## src/rtl/ram_burst_ctrl.sv

```systemverilog
// Burst initiator for a single-port synchronous RAM.
// Takes one command (start address, beats-1, direction), then drives the RAM
// port one registered access per clock: writes are paced by a wr_valid/wr_ready
// stream, reads issue every cycle and come back one cycle later on rd_*.
module ram_burst_ctrl #(
  parameter int ADDR_W = 3,
  parameter int DATA_W = 8
) (
  input  logic              i_clk,
  input  logic              i_rst_n,
  input  logic              i_cmd_valid,
  output logic              o_cmd_ready,
  input  logic              i_cmd_rw,
  input  logic [ADDR_W-1:0] i_cmd_addr,
  input  logic [ADDR_W-1:0] i_cmd_len,
  input  logic              i_wr_valid,
  output logic              o_wr_ready,
  input  logic [DATA_W-1:0] i_wr_data,
  output logic              o_rd_valid,
  output logic [DATA_W-1:0] o_rd_data,
  output logic              o_rd_last,
  output logic              o_done,
  output logic              o_ram_en,
  output logic              o_ram_rw,
  output logic [ADDR_W-1:0] o_ram_addr,
  output logic [DATA_W-1:0] o_ram_wdata,
  input  logic [DATA_W-1:0] i_ram_rdata
);

  typedef enum logic [2:0] {S_IDLE, S_WR, S_RD, S_WAIT, S_DONE} state_t;

  state_t              r_state;
  logic [ADDR_W-1:0]   r_addr;      // next address to access, wraps modulo depth
  logic [ADDR_W-1:0]   r_cnt;       // beats remaining minus one
  logic                r_is_rd;     // direction of the burst in flight
  logic                r_ram_en;
  logic                r_ram_rw;
  logic [ADDR_W-1:0]   r_ram_addr;
  logic [DATA_W-1:0]   r_ram_wdata;
  logic                r_rd_valid;
  logic                r_rd_last;
  logic                r_done;
  logic                w_wr_hs;

  assign w_wr_hs     = (r_state == S_WR) && i_wr_valid;

  assign o_cmd_ready = (r_state == S_IDLE);
  assign o_wr_ready  = (r_state == S_WR);
  assign o_rd_valid  = r_rd_valid;
  assign o_rd_data   = i_ram_rdata;   // RAM output register already aligns with rd_valid
  assign o_rd_last   = r_rd_last;
  assign o_done      = r_done;
  assign o_ram_en    = r_ram_en;
  assign o_ram_rw    = r_ram_rw;
  assign o_ram_addr  = r_ram_addr;
  assign o_ram_wdata = r_ram_wdata;

  // Burst FSM with registered RAM port and response flags.
  always_ff @(posedge i_clk or negedge i_rst_n) begin
    if (!i_rst_n) begin
      r_state     <= S_IDLE;
      r_addr      <= '0;
      r_cnt       <= '0;
      r_is_rd     <= 1'b0;
      r_ram_en    <= 1'b0;
      r_ram_rw    <= 1'b1;
      r_ram_addr  <= '0;
      r_ram_wdata <= '0;
      r_rd_valid  <= 1'b0;
      r_rd_last   <= 1'b0;
      r_done      <= 1'b0;
    end else begin
      // A read issued last cycle executes at this edge, so its data is valid next cycle.
      r_rd_valid <= r_ram_en && r_ram_rw;
      r_rd_last  <= 1'b0;
      r_done     <= 1'b0;
      case (r_state)
        S_IDLE: begin
          r_ram_en <= 1'b0;
          if (i_cmd_valid) begin
            r_addr  <= i_cmd_addr;
            r_cnt   <= i_cmd_len;
            r_is_rd <= i_cmd_rw;
            r_state <= i_cmd_rw ? S_RD : S_WR;
          end
        end
        S_WR: begin
          if (w_wr_hs) begin
            r_ram_en    <= 1'b1;
            r_ram_rw    <= 1'b0;
            r_ram_addr  <= r_addr;
            r_ram_wdata <= i_wr_data;
            r_addr      <= r_addr + 1'b1;
            r_cnt       <= r_cnt - 1'b1;
            if (r_cnt == '0) r_state <= S_WAIT;
          end else begin
            r_ram_en <= 1'b0;   // beat not consumed; address holds
          end
        end
        S_RD: begin
          r_ram_en   <= 1'b1;
          r_ram_rw   <= 1'b1;
          r_ram_addr <= r_addr;
          r_addr     <= r_addr + 1'b1;
          r_cnt      <= r_cnt - 1'b1;
          if (r_cnt == '0) r_state <= S_WAIT;
        end
        S_WAIT: begin
          // Final access executes at this edge; flag completion for next cycle.
          r_ram_en  <= 1'b0;
          r_done    <= 1'b1;
          r_rd_last <= r_is_rd;
          r_state   <= S_DONE;
        end
        S_DONE: begin
          r_state <= S_IDLE;
        end
        default: begin
          r_ram_en <= 1'b0;
          r_state  <= S_IDLE;
        end
      endcase
    end
  end

endmodule

```

## config.mk

```make
export PLATFORM = sky130hd
export DESIGN_NAME = ram_burst_ctrl
export DESIGN_NICKNAME = d
export VERILOG_FILES = /design/src/rtl/ram_burst_ctrl.sv
export SDC_FILE = /design/constraint.sdc
export NUM_CORES = 1
export LEC_CHECK = 0
export ABC_AREA = 1
export BUFFER_PORTS_ARGS = -buffer_cell sky130_fd_sc_hd__buf_2
export CORE_UTILIZATION = 43
export DETAILED_ROUTE_END_ITERATION = 8
export PLACE_DENSITY = 0.71
export SYNTH_ARGS = -nofsm -noshare
export SYNTH_HDL_FRONTEND = slang
export SYNTH_SLANG_ARGS = --single-unit
```

## constraint.sdc

```tcl
create_clock -name i_clk -period 1.3 [get_ports i_clk]
set_input_delay 0.26 -clock i_clk [delete_from_list [all_inputs] [get_ports i_clk]]
set_output_delay 0.26 -clock i_clk [all_outputs]
set_load 0.02 [all_outputs]
```

==> results of run 1 <==
==> kinds of logic (layout without fill, tap and decap cells) <==
logic type               after synthesis  after routing
AO/OA/AOI/OAI                          3              3
XOR/XNOR                               1              1
adder cells (fa/ha/maj)                3              3
buffers and inverters                 28             78
flip-flops                            26             26
AND/OR/NAND/NOR                      103            103
==> per-stage QoR <==
step | setup slack (ns) | TNS (ns) | hold slack, ns
finish | -0.132 | -0.351 | 0.114
global route | -0.177 | -1.06 | 0.111
detailed placement | -0.00126 | -0.00126 | 0.289
global placement | 0.0776 | 0 | 0.281
CTS | -0.122 | -0.237 | 0.109
floorplan | 0.109 | 0 | -0.0356
==> timing repair <==
item | CTS | global route
pin swaps | 4 | 6
buffers inserted | 13 | 2
endpoints found under the setup margin | 9 | 22
resized for setup | 18 | 14
hold buffers | 1 | 0
hold endpoints to repair | 25 | 0
==> power by group <==
group | switching [uW] | total, uW | leakage [uW] | internal, uW
Sequential | 247 | 1450 | 0.000323 | 1210
Clock | 246 | 558 | 0.0000279 | 312
Combinational | 1900 | 3230 | 0.000706 | 1320
==> cell usage in the layout, fill, tap and decap left out, types with 2 or more instances in the layout <==
cell type  Yosys  routed
nand2_1       81      79
buf_2          0      33
dfrtp_1       25      23
buf_4          9      14
inv_1         15      10
buf_6          0       7
inv_2          2       6
nand3_2        1       5
nand2_4        2       4
nor2_4         0       4
inv_4          2       3
nand3_1        7       3
clkbuf_4       0       3
nor2_1         3       2
nand2_2        2       2
o21ai_0        2       2
ha_1           3       2
dfrtp_2        0       2
==> worst max path at each step <==
| stage | from | to | slack, ns | cells past startpoint |
|---|---|---|---|---|
| finish | r_state[2] | o_cmd_ready | -0.13 | 3 |
| CTS | r_state[0] | o_cmd_ready | -0.12 | 4 |
| global route | r_state[2] | o_cmd_ready | -0.18 | 3 |
| global placement | r_cnt[0] | r_state[1] | 0.08 | 8 |
| floorplan | r_state[0] | r_addr[0] | 0.11 | 6 |
| detailed placement | r_state[1] | r_cnt[2] | -0.001 | 6 |
==> area by class of cell <==
cell class / count / area (um^2)
Fill cell: 242 / 1050
Sequential cell: 26 / 654
Multi-Input combinational cell: 110 / 593
Inverter: 19 / 78.8
Clock inverter: 1 / 30.0
Tap cell: 31 / 38.8
Clock buffer: 3 / 22.5
Timing Repair Buffer: 55 / 359
==> sequential cells by signal, summed over array words and instances, names as in the netlist <==
signal and cells:
o_ram_wdata 8, o_ram_addr 3, r_addr 3, r_cnt 3, r_state 3, o_done 1
o_ram_en 1, o_ram_rw 1, o_rd_last 1, o_rd_valid 1, r_is_rd 1
==> metal layers <==
metal / up-vias / global-route usage [%]
met5: - / 0
met4: 0 / 8.36
met3: 7 / 3.40
met2: 33 / 33.7
met1: 521 / 24.0
li1: 591 / -
==> worst max-delay path, stage by stage (launching register included) <==
cell and delay, ns:
dfrtp_2 0.48, buf_6 0.14, nor2_4 0.11, buf_6 0.12
==> out/results.ini, run 1 <==
[synthesis]
ys.flop_type=dfrtp_1
synth_common_cells=81 x nand2_1, 25 x dfrtp_1, 15 x inv_1
netlist.area_leader.share_pct=47.4
synth_xor_area_share_pct=0.664
syn_nets=194
synth_compound_area_share_pct=1.14
syn_avg_cell_area_um2=8.05
yosys_warnings=0
async_flop_share_pct=100
synth-edff-count=0
syn_area_um2=1320
synth.most_common_cell=nand2_1
syn_inst=164
synthAdderAreaFrac_pct=2.84
synth_top_area_cell=dfrtp_1
synth_top_family_by_area=simple AND/OR/NAND/NOR gates
ys_top_cells_by_area=dfrtp_1 47%, nand2_1 23%, buf_4 5.1%, inv_1 4.3%, ha_1 2.8%
yosysSeqAreaShare_pct=49.4
synth-simple-area-share_pct=35.1
synthMuxAreaShare_pct=0
synthDistinctLibCells=21
synth_seq_cells=26

[timing]
skew_ns=0.00184
grt_setup_unrepaired=yes
hold_viol=0
fin_crit_ns=1.43
worstMarginPinSlew_ns=0.568
setup_ws_ns=-0.132
fmax_mhz=698
slew_headroom_pct=62.1
fin_crit_sh_pct=110
finalSetupViolations=9
drv_slew=0

[route]
ant_nets=0
routed-wl-met2_um=1490
wire_per_inst_um=12.0
met3WireLength_um=151
firstDrtPassIters=6
via_per_inst=4.70
num_vias=1152
wl_met1_um=1240
drtIter0Drc=37
maxUsedRoutingLayer=met4
drc=6
wl_um=2930

[cts]
cts.clk_slew.worst_paths_ns=0.14
cts.path.max_buffers=2
cts_tree=built
cts_num_sinks=26
cts_max_level=1
cts_buffers=3
cts-root-buf=clkbuf_4
clk_latency_ns=0.33

[power]
peakVddDrop_uv=1270
p_total_uw=5240
powerDensity_nw_per_um2=2950
p_leak_uw=0.00106

[floorplan]
io_pins=53
die_x_um=57.4
core_area_um2=2830
dieArea_um2=3300
rows=19
die_y_um=57.4
start_util_pct=46.7

[placement]
io_buffers=36
post-place-cells=225
post-dp-hpwl_um=2000
placed_area_um2=1500
place_congestion=0.776

[grt]
antenna_found_initial=0
grt_pass1_vias=1145
grt_usage_pct=19.5
grt_overflow=0
grt_max_degree=27
grt_pass1_wl_um=4910

[hold_path]
hold_path_depth=3
min_from=i_wr_data[3]
min_to=o_ram_wdata[3]
min_path_type=primary input to flip-flop

[outcome]
outcome=finished, violations left
violations=DRC, setup timing

[finish]
fin_area_um2=1780
final_layout_size_suffix_gt1_share_pct=41.6
diodes=0
fin_cells=245
nNetsFinal=245
syn_to_final_growth_pct=34.6
final_core_util_pct=62.8

[worst_setup_path]
reg2reg_to=r_addr[0]
arrival_ns=1.17
required_ns=1.04
critPathLaunchType=flip-flop
path_max_fanout=4
r2r-start=r_state[0]
r2r_setup_slack_ns=-0.02
criticalPathCategory=flip-flop to primary output
endpoint_kind=primary output
r2r_cells=7

[run]
cap_violations=0

(Power assumes the default switching activity.)
==> inputs of run 2 (changes only) <==
--- a/config.mk
+++ b/config.mk
@@ -7,9 +7,10 @@
 export LEC_CHECK = 0
 export ABC_AREA = 1
 export BUFFER_PORTS_ARGS = -buffer_cell sky130_fd_sc_hd__buf_2
-export CORE_UTILIZATION = 43
+export CORE_UTILIZATION = 40
 export DETAILED_ROUTE_END_ITERATION = 8
-export PLACE_DENSITY = 0.71
+export PLACE_DENSITY = 0.67
+export SKIP_CTS_REPAIR_TIMING = 1
 export SYNTH_ARGS = -nofsm -noshare
 export SYNTH_HDL_FRONTEND = slang
 export SYNTH_SLANG_ARGS = --single-unit
==> run 2 against run 1 <==
The run ends with setup timing left. Routed wire length is 14% lower. Worst setup slack barely moved. Sequential cell count is the same.
==> out/results.ini, run 2 (synthesis gave the netlist of run 1 again) <==
[cts]
cts_buffers=3  ; unchanged
cts.path.max_buffers=2  ; unchanged
cts-root-buf=clkbuf_4
cts_max_level=1  ; unchanged
clk_latency_ns=0.32  ; about the same
cts_num_sinks=26  ; unchanged
cts_tree=built
cts.clk_slew.worst_paths_ns=0.14  ; about the same

[grt]
grt_overflow=0  ; unchanged
grt_pass1_wl_um=3980  ; -19%
grt_max_degree=27  ; unchanged
antenna_found_initial=0  ; unchanged
grt_pass1_vias=936  ; -18%
grt_usage_pct=15.1  ; -4.4 points

[worst_setup_path]
r2r_setup_slack_ns=-0.04  ; -0.02 ns
reg2reg_to=r_addr[1]
criticalPathCategory=flip-flop to primary output
arrival_ns=1.17  ; about the same
cp-startpoint=r_state[0]
r2r-start=r_state[2]
endpoint_kind=primary output
path_max_fanout=5  ; +1
crit_end=o_cmd_ready
required_ns=1.04  ; about the same
critPathLaunchType=flip-flop
r2r_cells=9  ; +2

[power]
powerDensity_nw_per_um2=2850  ; -3.3%
p_leak_uw=0.00101  ; -4.7%
switching_share_pct=45.8  ; +0.072 points
pwr-share-seq_pct=30.2  ; +2.4 points
peakVddDrop_uv=1190  ; -6.0%
intPower_uw=2630  ; -7.7%
clkPwrFrac_pct=11.4  ; +0.7 points
p_comb_share_pct=58.4  ; -3.2 points
total_switching_power_uw=2220  ; -7.4%

[finish]
largest_register_ffs=8  ; unchanged
final_layout_size_suffix_gt1_share_pct=37.4  ; -4.2 points
diodes=0  ; unchanged
final_common_cell=nand2_1
fin_cells=250  ; +2.0%
nNetsFinal=237  ; -3.3%
final_cell_mix=80 x nand2_1, 33 x buf_2, 22 x dfrtp_1, 12 x inv_1, 9 x buf_4
syn_to_final_growth_pct=28.6

[floorplan]
dieArea_um2=3530  ; +7.2%
die_x_um=59.4  ; +3.6%
io_pins=53  ; unchanged
start_util_pct=42.5  ; -4.1 points
rows=20  ; +1
core_area_um2=3100  ; +9.7%
die_y_um=59.4  ; +3.6%

[hold_path]
min_path_type=primary input to flip-flop

[timing]
slew_headroom_pct=78.7  ; +17 points
hold_viol=0  ; unchanged
setup_ws_ns=-0.132  ; +0.000419 ns
skew_ns=0.00226  ; +0.000428 ns
worstMarginPinSlew_ns=0.319  ; -0.249 ns
drv_slew=0  ; unchanged
fin_crit_sh_pct=110  ; about the same
finalSetupViolations=10  ; +1
fmax_mhz=698  ; about the same
fin_crit_ns=1.43  ; -0.000419 ns
grt_setup_unrepaired=yes

[route]
drtIter0Drc=37  ; unchanged
firstDrtPassIters=4  ; -2
wire_per_inst_um=10.1  ; -15%
ant_nets=0  ; unchanged
via_per_inst=4.46  ; -5.1%
wl_um=2540  ; -14%
num_vias=1115  ; -3.2%
drc=0  ; -6

[outcome]
outcome=finished, violations left
violations=setup timing

[run]
cap_violations=0  ; unchanged

[placement]
place_congestion=0.826  ; +6.5%
io_buffers=36  ; unchanged
post-place-cells=239  ; +6.2%
place_ws_ns=0.0290  ; +0.0302 ns
post-dp-hpwl_um=1790  ; -10%

run 2: through the flow:
stage,utilization (%),area (um^2),total power (uW),TNS [ns],hold WS [ns]
after floorplan,-,1320,3290,0,-0.0356
after global placement,49.0,1520,3890,0,0.272
after detailed placement,49.0,1520,3920,0,0.269
after CTS,50.7,1570,4480,-0.549,-0.0928
after global routing,54.7,1700,5350,-1.91,0.107
final,54.7,1700,4840,-0.452,0.125
run 2: worst min path at each step:
stage,start,endpoint,slack (ns),cells past startpoint
after floorplan,i_rst_n,o_done,-0.04,0
after global placement,i_rst_n,o_rd_last,0.27,2
after detailed placement,i_rst_n,r_state[2],0.27,2
after CTS,i_rst_n,o_ram_wdata[7],-0.09,2
after global routing,i_wr_data[1],o_ram_wdata[1],0.11,3
final,i_wr_data[1],o_ram_wdata[1],0.13,3
run 2: area by class of cell:
| cell class | instances | area (um^2) |
|---|---|---|
| Fill cell | 305 | 1410 |
| Sequential cell | 26 | 656 |
| Multi-Input combinational cell | 110 | 571 |
| Timing Repair Buffer | 47 | 288 |
| Inverter | 19 | 76.3 |
| Tap cell | 44 | 55.1 |
| Clock inverter | 1 | 30.0 |
| Clock buffer | 3 | 22.5 |
run 2: layer usage:
| layer | share of wire, % | track usage (%) |
|---|---|---|
| met1 | 44 | 19.4 |
| met2 | 48 | 24.2 |
| met3 | 6.7 | 3.71 |
| met4 | 0.67 | 6.46 |
| met5 | 0 | 0 |
run 2: critical path: stages, from the launching register on:
cell and delay [ns]:
dfrtp_2 0.47, inv_2 0.09, nand2_4 0.07, nor2_4 0.10
buf_6 0.12
run 2: power by group through the flow:
stage | combinational [uW] | clock, uW | sequential [uW]
6_report | 2830 | 553 | 1460
3_5_place_dp | 2430 | 0 | 1490
4_1_cts | 2440 | 567 | 1470
2_1_floorplan | 1560 | 0 | 1730
3_3_place_gp | 2410 | 0 | 1480
5_1_grt | 3230 | 602 | 1520
